`src/rtl/axi_b_arbiter.sv`:
```
// Round-robin merge of NUM_IN AXI B channels onto one registered master B channel.
// The output stage is a single skid-free register; ready back to the slaves is data-independent.
module axi_b_arbiter #(
  parameter  int NUM_IN     = 4,
  parameter  int ID_WIDTH   = 4,
  parameter  int USER_WIDTH = 6,
  localparam int SRC_W      = (NUM_IN > 1) ? $clog2(NUM_IN) : 1
) (
  input  logic                         clk_i,
  input  logic                         rst_ni,
  input  logic [NUM_IN-1:0]            slave_valid_i,
  input  logic [2*NUM_IN-1:0]          slave_resp_i,
  input  logic [ID_WIDTH*NUM_IN-1:0]   slave_id_i,
  input  logic [USER_WIDTH*NUM_IN-1:0] slave_user_i,
  output logic [NUM_IN-1:0]            slave_ready_o,
  output logic                         master_valid_o,
  output logic [1:0]                   master_resp_o,
  output logic [ID_WIDTH-1:0]          master_id_o,
  output logic [USER_WIDTH-1:0]        master_user_o,
  output logic [SRC_W-1:0]             master_src_o,
  input  logic                         master_ready_i
);

  logic                  valid_q;
  logic [1:0]            resp_q;
  logic [ID_WIDTH-1:0]   id_q;
  logic [USER_WIDTH-1:0] user_q;
  logic [SRC_W-1:0]      src_q;
  logic [SRC_W-1:0]      ptr_q;

  logic                  load_en;
  logic                  found;
  logic [SRC_W-1:0]      winner;
  logic [SRC_W:0]        cand;

  logic [1:0]            resp_arr [NUM_IN];
  logic [ID_WIDTH-1:0]   id_arr   [NUM_IN];
  logic [USER_WIDTH-1:0] user_arr [NUM_IN];

  for (genvar k = 0; k < NUM_IN; k++) begin : g_unpack
    assign resp_arr[k] = slave_resp_i[2*k +: 2];
    assign id_arr[k]   = slave_id_i[ID_WIDTH*k +: ID_WIDTH];
    assign user_arr[k] = slave_user_i[USER_WIDTH*k +: USER_WIDTH];
  end

  assign load_en = !valid_q || master_ready_i;

  // Scan from ptr upwards, wrapping at NUM_IN; the first requester found wins.
  always_comb begin
    found  = 1'b0;
    winner = '0;
    cand   = '0;
    for (int i = 0; i < NUM_IN; i++) begin
      cand = {1'b0, ptr_q} + (SRC_W+1)'(i);
      if (cand >= (SRC_W+1)'(NUM_IN)) begin
        cand = cand - (SRC_W+1)'(NUM_IN);
      end
      if (!found && slave_valid_i[cand[SRC_W-1:0]]) begin
        found  = 1'b1;
        winner = cand[SRC_W-1:0];
      end
    end
  end

  // Gated by rst_ni so no slave sees a handshake while the block is held in reset.
  assign slave_ready_o = (rst_ni && load_en && found) ? (NUM_IN'(1) << winner) : '0;

  always_ff @(posedge clk_i) begin
    if (!rst_ni) begin
      valid_q <= 1'b0;
      resp_q  <= '0;
      id_q    <= '0;
      user_q  <= '0;
      src_q   <= '0;
      ptr_q   <= '0;
    end else if (load_en) begin
      if (found) begin
        valid_q <= 1'b1;
        resp_q  <= resp_arr[winner];
        id_q    <= id_arr[winner];
        user_q  <= user_arr[winner];
        src_q   <= winner;
        ptr_q   <= (winner == SRC_W'(NUM_IN-1)) ? '0 : winner + SRC_W'(1);
      end else begin
        valid_q <= 1'b0;
      end
    end
  end

  assign master_valid_o = valid_q;
  assign master_resp_o  = resp_q;
  assign master_id_o    = id_q;
  assign master_user_o  = user_q;
  assign master_src_o   = src_q;

endmodule

```
`config.mk`:
```
export PLATFORM = sky130hd
export DESIGN_NAME = axi_b_arbiter
export DESIGN_NICKNAME = d
export VERILOG_FILES = /design/src/rtl/axi_b_arbiter.sv
export SDC_FILE = /design/constraint.sdc
export NUM_CORES = 1
export LEC_CHECK = 0
export ABC_AREA = 1
export BUFFER_PORTS_ARGS = -buffer_cell sky130_fd_sc_hd__buf_2
export CAP_MARGIN = 25
export CORE_ASPECT_RATIO = 1.2
export CORE_MARGIN = 2
export CORE_UTILIZATION = 30
export CTS_BUF_LIST = sky130_fd_sc_hd__clkbuf_8 sky130_fd_sc_hd__clkbuf_16
export DETAILED_ROUTE_END_ITERATION = 7
export PLACE_DENSITY = 0.65
export SYNTH_ARGS = -nofsm -noshare
export SYNTH_HDL_FRONTEND = slang
export SYNTH_SLANG_ARGS = --single-unit
```
`constraint.sdc`:
```
create_clock -name clk_i -period 2.2 [get_ports clk_i]
set_input_delay 0.22 -clock clk_i [delete_from_list [all_inputs] [get_ports clk_i]]
set_output_delay 0.22 -clock clk_i [all_outputs]
set_load 0.1 [all_outputs]
```
==> results of run 1 <==
-- worst paths after layout --
path	endpoint	depth (start not counted)	slack [ns]
setup / recovery	slave_ready_o[0]	12	-0.04
hold / removal	master_resp_o[1]	5	0.29
setup reg to reg	master_user_o[4]	15	0.05
hold reg to reg	master_id_o[1]	2	0.51
-- per-layer routing --
layer	GRT usage [%]	vias to the layer above	routed length (µm)
met1	19.12	788	1844
met2	29.51	57	2257
met3	2.381	4	270
met4	5.306	0	36
met5	0	-	0
li1	-	979	-
-- layout by cell type, fill, tap and decap left out --
master and instances:
inv_4 4, clkbuf_8 3, nor2_4 5, inv_1 34, nand2_4 1, buf_12 4
a21boi_0 2, a21oi_1 4, o21ai_1 5, nor3_4 2, inv_6 1, nand3_2 2
nand2_2 12, or2_1 1, nor2_1 27, nand3_1 51, buf_6 2, nand2_8 1
o21ai_0 12, buf_2 69, inv_2 3, dfxtp_4 2, nand2_1 63, ha_4 2
buf_4 16, dfxtp_1 15
-- per-stage QoR --
step	utilization, %	hold slack (ns)	area, µm²	setup WS, ns	setup TNS [ns]
2_1_floorplan	-	0.3584	1518	-0.1177	-0.1887
3_3_place_gp	42.63	0.4959	1973	0.1709	0
3_5_place_dp	42.63	0.5002	1973	0.1042	0
4_1_cts	44.82	0.2935	2074	-0.01072	-0.01072
5_1_grt	47.26	0.3241	2187	-0.1017	-0.8043
6_report	47.26	0.2927	2187	-0.04347	-0.04680
-- flip-flops by register name (all words and copies together), names as in the netlist --
name and count:
master_src_o 2, master_user_o 6, master_resp_o 2, master_valid_o 1, ptr_q 2, master_id_o 4
-- cells by family (layout without fill, tap and decap cells) --
kind of cell               count (synthesis)  after routing  synth area share (%)
DFF                                       17             17                 23.37
AOI/OAI and AO/OA                         23             23                 8.247
buffers and inverters                     55            136                 17.18
adders and majority gates                  2              2                 1.718
and+or+nand+nor                          165            165                 49.49
-- timing repair --
item | in CTS | in global routing
cloned | 0 | 0
endpoints found under the setup margin | 4 | 5
setup buffers | 4 | 7
hold endpoints to repair | 0 | 0
gates resized for setup | 11 | 21
pin swaps | 3 | 19
-- worst register-to-register path: cells and delay by family, from the launching register on --
family | cells | cell delay (ns)
AOI/OAI and AO/OA | 1 | 0.17
DFF | 1 | 0.38
buffers and inverters | 5 | 0.62
and+or+nand+nor | 9 | 0.88
-- final cells by class --
class,count,area [µm²],area share [%]
clock inverters,1,3.754,0.1716
multi-input cells,190,984.7,45.02
flip-flops and latches,17,347.8,15.90
well taps,58,72.57,3.318
inverters,41,168.9,7.723
repair buffers,91,568.0,25.97
clock buffers,3,41.29,1.888
==> run metrics, run 1 <==
crit path from=ptr_q[0]; Area Growth Syn to Fin=50.17%; Layout fillers=491; Ports=74; die area=5430 µm²; Die W=67.61 µm; setup ws final=-0.04347 ns; nets@finish=401; maximum clock rate=0.4457 GHz; Hold Crit Class=in2reg; min Tclk post-route=2.243 ns; FF-to-FF Start=ptr_q[0]; synthesized area=1456 µm²; Synth Register Bits=17; Cells after Synth=262; 1st-pass router iterations=4; Primary FF master, synth=dfxtp_1; Slew @ Worst Pin=0.5014 ns; Ys Warns=0; core area=4628 µm²; Setup crit start kind=flip-flop; GRT Util Overall=16.31%; Synth top cells by count=nand2_1 (71), nand3_1 (52), inv_1 (36); final worst clock skew=0.002701 ns; Synth area leader=dfxtp_1; EDFF count, synth=0; CTS tree=built; first-pass GRT wire length=6948 µm; crit-path cells=inv_6 -> nand2_1 -> nand2_1 -> nand2_2 -> inv_1 -> a21boi_0 -> nand2_1 -> nor2_4 -> inv_4 -> buf_4 -> nor3_4 -> buf_12; grt ovf=0; CTS Buffer Depth=2; max-slew violation count=0; Req. time, crit path=1.98 ns; Slew HR=66.81%; placed cell count=387; cts bufs inserted=3; WL/cell=10.99 µm; CP bufs+invs=5; outcome=complete, but fails checks; clk slew on worst S/H paths=0.07 ns; top-count cell post-synth=nand2_1; clock latency at the later pin of the worst-skew pair=0.25 ns; maximum fanout along the worst path=8; starting density of the core=31.47%; CP max-delay cell=dfxtp_4; ranking of synthesized cells by area=dfxtp_1 (23%), nand2_1 (18%), nand3_1 (18%); Post-DRT Antenna Nets=0; Port Buffers=73; Worst path top cell family by delay=simple AND/OR/NAND/NOR gates; crit end category=output pin; Hold Violations, Final=0; starting DRC count in detailed routing=92; cell mode on critical path=nand2_1; Layout Cells excl Fill=401; H-tree depth=1; fraction of registers with async set/reset=0%; critical path class=reg2out; final wirelength=4408 µm; share of layout cells above drive strength 1=37.61%; Yosys cell types=21; Syn Area/Cell=5.559 µm²; Root Driver=clkbuf_8; WP data arrival=2.02 ns; placer congestion estimate=0.8797; vias in the first global route=1668; failing checks=setup timing; Vias=1828; HPWL Detailed=3298 µm; Final Cycle Share=102.0%; largest net degree at the start of global routing=26; critical path's largest stage delay=0.40 ns; Synth top area share=23.37%; Post-route DRC=0; routed vias/inst=4.559; final setup fails=2; Rows=27; sequential share of the synthesized area=23.37%; Max Cap Violations=0; min-delay src=slave_resp_i[3]; RSZ-0062 raised after global routing=yes; initial antenna violation count=0; Die Y=80.33 µm; CTS hold repair buffers=0; Synthesized Nets=319; Clock Sinks=17; antenna cells=0
Power of run 1 is not shown: default switching activity piles up to over one toggle a cycle in this logic, so the estimate is an artifact.
==> run 2, diff against run 1 <==
--- a/config.mk
+++ b/config.mk
@@ -9,11 +9,12 @@
 export BUFFER_PORTS_ARGS = -buffer_cell sky130_fd_sc_hd__buf_2
 export CAP_MARGIN = 25
 export CORE_ASPECT_RATIO = 1.2
-export CORE_MARGIN = 2
+export CORE_MARGIN = 1.5
 export CORE_UTILIZATION = 30
 export CTS_BUF_LIST = sky130_fd_sc_hd__clkbuf_8 sky130_fd_sc_hd__clkbuf_16
 export DETAILED_ROUTE_END_ITERATION = 7
 export PLACE_DENSITY = 0.65
+export SLEW_MARGIN = 5
 export SYNTH_ARGS = -nofsm -noshare
 export SYNTH_HDL_FRONTEND = slang
 export SYNTH_SLANG_ARGS = --single-unit
==> run metrics, run 2 (synthesized netlist as in run 1, its figures left out) <==
antenna cells=0 (unchanged); clk slew on worst S/H paths=0.07 ns (about the same); routed vias/inst=4.562 (about the same); largest net degree at the start of global routing=26 (unchanged); clock latency at the later pin of the worst-skew pair=0.26 ns (about the same); CP max-delay cell=dfxtp_4; Die W=66.61 µm (-1.5%); maximum fanout along the worst path=6 (-2); final wirelength=4626 µm (+4.9%); max reg flops=6 (unchanged); crit end category=output pin; placer congestion estimate=0.9411 (+7.0%); grt ovf=0 (unchanged); first-pass GRT wire length=6886 µm (-0.89%); starting DRC count in detailed routing=79 (-14%); CTS Buffer Depth=2 (unchanged); maximum clock rate=0.4530 GHz (+1.6%); share of layout cells above drive strength 1=42.17% (+4.6 points); nets@finish=409 (+2.0%); cts bufs inserted=3 (unchanged); Hold Violations, Final=0 (unchanged); hold_ws=0.2889 ns (-0.003803 ns); Ports=74 (unchanged); core area=4628 µm² (unchanged); WP data arrival=1.99 ns (-0.03 ns); area of placed instances=1973 µm² (unchanged); max-slew violation count=0 (unchanged); vias in the first global route=1528 (-8.4%); initial antenna violation count=0 (unchanged); Final Cycle Share=100.3% (-1.6 points); min Tclk post-route=2.207 ns (-0.03600 ns); die area=5283 µm² (-2.7%); Slew HR=66.86% (about the same); Area Growth Syn to Fin=60.31%; fin util=50.45% (+3.2 points); H-tree depth=1 (unchanged); Root Driver=clkbuf_8; outcome=complete, but fails checks; Slew @ Worst Pin=0.5006 ns (-0.0007743 ns); final worst clock skew=0.004303 ns (+0.001602 ns); 1st-pass router iterations=4 (unchanged); Worst path top cell family by delay=simple AND/OR/NAND/NOR gates; starting density of the core=31.47% (unchanged); crit-path cells=buf_6 -> nand2_4 -> nand2_4 -> nand2_2 -> nand2_2 -> nor2_4 -> nand2_1 -> nand2_2 -> nor2_4 -> inv_4 -> buf_4 -> nor3_4 -> buf_12; Setup crit start kind=flip-flop; cell mode on critical path=nand2_2; final setup fails=1 (-1); Hold Crit Class=in2reg; RSZ-0062 raised after global routing=yes; HPWL Detailed=3278 µm (-0.60%); Port Buffers=73 (unchanged); failing checks=setup timing; R2R Setup Slk=0.15 ns (+0.10 ns); WL/cell=11.31 µm (+2.9%); GRT Util Overall=16.71% (+0.40 points); Max Cap Violations=0 (unchanged); fin area=2335 µm² (+6.8%); critical path's largest stage delay=0.40 ns (about the same); commonest non-fill, non-tap cell in the layout=buf_2; CP bufs+invs=4 (-1); critical path class=reg2out; Vias=1866 (+2.1%); most frequent cells in the layout=buf_2 (69), nand2_1 (58), nand3_1 (48); Clock Sinks=17 (unchanged); Post-DRT Antenna Nets=0 (unchanged); Post-route DRC=0 (unchanged); Die Y=79.33 µm (-1.2%); Rows=27 (unchanged); Req. time, crit path=1.98 ns (about the same); setup ws final=-0.007471 ns (+0.03600 ns); CTS tree=built; CTS hold repair buffers=0 (unchanged)
[run 2: cell types whose count changed in the layout (fill, tap and decap cells not counted), sizes merged]
cell	previous run	this run
buf	91	99
clkinv	0	1
inv	42	41
[run 2: worst paths after layout]
kind               startpoint          endpoint  cells after the start
max                  ptr_q[0]  slave_ready_o[1]                     13
min          slave_user_i[11]  master_user_o[5]                      5
max reg2reg          ptr_q[0]  master_user_o[1]                     13
min reg2reg    master_id_o[1]    master_id_o[1]                      2
[run 2: per-layer routing]
metal | share of wire (%) | routed length [µm] | global-route usage (%)
met5 | 0 | 0 | 0
met2 | 52 | 2398 | 28.70
met1 | 44 | 2015 | 20.92
met4 | 1.2 | 57 | 6.122
met3 | 3.4 | 155 | 2.266
[run 2: what timing repair did]
| action | CTS | global route |
|---|---|---|
| setup endpoints to repair | 4 | 4 |
| resized for setup | 21 | 28 |
| buffers inserted | 8 | 10 |
| pin swaps | 11 | 18 |
[run 2: through the flow]
step / setup slack (ns) / instances / TNS (ns)
final: -0.007471 / 409 / -0.007471
after global routing: -0.1126 / 409 / -0.3646
after CTS: 0.0001166 / 399 / 0
after detailed placement: 0.09283 / 387 / 0
after global placement: 0.1827 / 387 / 0
after floorplan: -0.1177 / 262 / -0.1887
[run 2: area by class of cell]
cell class	instances	area [µm²]
Fill cell	460	2293
Tap cell	58	72.57
Multi-Input combinational cell	190	1047
Clock inverter	1	5.005
Inverter	41	171.4
Sequential cell	17	347.8
Clock buffer	3	41.29
Timing Repair Buffer	99	649.4
[run 2: worst reg2reg max path, delay by kind of cell, from the launching register on]
kind	cells	cell delay, ns
AO/OA/AOI/OAI	1	0.18
buffers and inverters	4	0.51
flip-flops	1	0.40
AND/OR/NAND/NOR	8	0.86
Power of run 2 is left out for the same reason.
==> run 3, diff against run 2 <==
--- a/config.mk
+++ b/config.mk
@@ -14,6 +14,7 @@
 export CTS_BUF_LIST = sky130_fd_sc_hd__clkbuf_8 sky130_fd_sc_hd__clkbuf_16
 export DETAILED_ROUTE_END_ITERATION = 7
 export PLACE_DENSITY = 0.65
+export SETUP_SLACK_MARGIN = 0.1
 export SLEW_MARGIN = 5
 export SYNTH_ARGS = -nofsm -noshare
 export SYNTH_HDL_FRONTEND = slang
==> run metrics, run 3 (synthesized netlist as in run 1, its figures left out) <==
final worst clock skew=0.002341 ns (-0.001962 ns); 1st-pass router iterations=4 (unchanged); CTS tree=built; Clock Sinks=17 (unchanged); WP data arrival=1.99 ns (about the same); crit path from=ptr_q[0]; Rows=27 (unchanged); Ports=74 (unchanged); clock latency at the later pin of the worst-skew pair=0.25 ns (about the same); Root Driver=clkbuf_8; Layout fillers=458 (-0.43%); CTS Buffer Depth=2 (unchanged); max-slew violation count=0 (unchanged); starting density of the core=31.47% (unchanged); maximum fanout along the worst path=6 (unchanged); Area Growth Syn to Fin=64.09%; Max Cap Violations=0 (unchanged); HPWL Detailed=3237 µm (-1.3%); crit end category=output pin; vias in the first global route=1670 (+9.3%); clk slew on worst S/H paths=0.07 ns (about the same); Post-DRT Antenna Nets=0 (unchanged); nets@finish=405 (-0.98%); most frequent cells in the layout=buf_2 (69), nand2_1 (46), nand3_1 (43); min-delay src=slave_user_i[10]; Slew HR=66.71% (-0.15 points); Die W=66.61 µm (unchanged); Slew @ Worst Pin=0.5029 ns (+0.002257 ns); Die Y=79.33 µm (unchanged); final wirelength=4799 µm (+3.7%); Post-route DRC=0 (unchanged); Setup crit start kind=flip-flop; WL/cell=11.85 µm (+4.8%); CTS hold repair buffers=0 (unchanged); first-pass GRT wire length=6879 µm (-0.10%); RSZ-0062 raised after global routing=yes; cell depth of the worst flop-to-flop path=17 (+4); cts bufs inserted=3 (unchanged); R2R Setup Slk=0.13 ns (-0.02 ns); starting DRC count in detailed routing=85 (+7.6%); Port Buffers=73 (unchanged); commonest non-fill, non-tap cell in the layout=buf_2; final setup fails=2 (+1); hold_ws=0.2864 ns (-0.002421 ns); core area=4628 µm² (unchanged); Hold Crit Class=in2reg; setup ws final=-0.006453 ns (+0.001019 ns); Hold Violations, Final=0 (unchanged); die area=5283 µm² (unchanged); max reg flops=6 (unchanged); outcome=complete, but fails checks; Worst Hold Path Cells=5 (unchanged); grt ovf=0 (unchanged); maximum clock rate=0.4532 GHz (about the same); Final Cycle Share=100.3% (about the same); share of layout cells above drive strength 1=45.53% (+3.4 points); min Tclk post-route=2.206 ns (-0.001019 ns); largest net degree at the start of global routing=26 (unchanged); Req. time, crit path=1.98 ns (about the same); Vias=1899 (+1.8%); routed vias/inst=4.689 (+2.8%); antenna cells=0 (unchanged); failing checks=setup timing; critical path class=reg2out; FF-to-FF Start=ptr_q[0]; RR Endpoint=master_resp_o[0]; GRT Util Overall=16.33% (-0.38 points); placer congestion estimate=0.8450 (-10%); Worst Hold End=master_user_o[4]; initial antenna violation count=0 (unchanged); H-tree depth=1 (unchanged)
## run 3: area by class of cell
| type | instances | area [µm²] | area share (%) |
|---|---|---|---|
| well taps | 58 | 72.57 | 3.037 |
| multi-input cells | 190 | 1086 | 45.44 |
| clock buffers | 3 | 41.29 | 1.728 |
| repair buffers | 95 | 669.4 | 28.01 |
| inverters | 41 | 168.9 | 7.068 |
| flip-flops and latches | 17 | 347.8 | 14.56 |
| clock inverters | 1 | 3.754 | 0.1571 |
## run 3: timing repair
action	in CTS	in global routing
cloned	0	2
pin swaps	6	26
buffers inserted	4	7
setup endpoints to repair	4	17
resized for setup	13	56
## run 3: critical path, cell delays in order, from the launching register on
cell,delay (ns)
dfxtp_4,0.38
buf_6,0.14
nand2_2,0.05
nand2_2,0.05
nand2_2,0.06
nand2_2,0.06
nor2_4,0.14
nand3_2,0.10
nand2_2,0.11
nand2_4,0.09
inv_4,0.09
ha_4,0.13
inv_2,0.04
nor2_4,0.11
buf_12,0.18
## run 3: how the worst max path moves through the flow
stage,end
floorplan,slave_ready_o[1]
global placement,slave_ready_o[3]
detailed placement,master_id_o[0]
CTS,slave_ready_o[3]
global route,slave_ready_o[3]
finish,slave_ready_o[3]
## run 3: layer usage
layer	global-route usage (%)	vias to the layer above	part of all wire [%]
met5	0	-	0
met4	4.898	0	0.88
li1	-	985	-
met1	20.05	861	41
met2	29.10	49	54
met3	2.125	4	4.3
## run 3: metrics by stage
step,worst slack [ns],TNS [ns],std cells,utilization (%),instance area [µm²]
floorplan,-0.1056,-0.1940,262,-,1528
global placement,0.1299,0,388,42.88,1984
finish,-0.006453,-0.01253,405,51.64,2390
detailed placement,0.1221,0,388,42.88,1984
CTS,0.01565,0,396,45.34,2098
global route,-0.1178,-0.4166,405,51.64,2390
Power of run 3 is left out for the same reason.
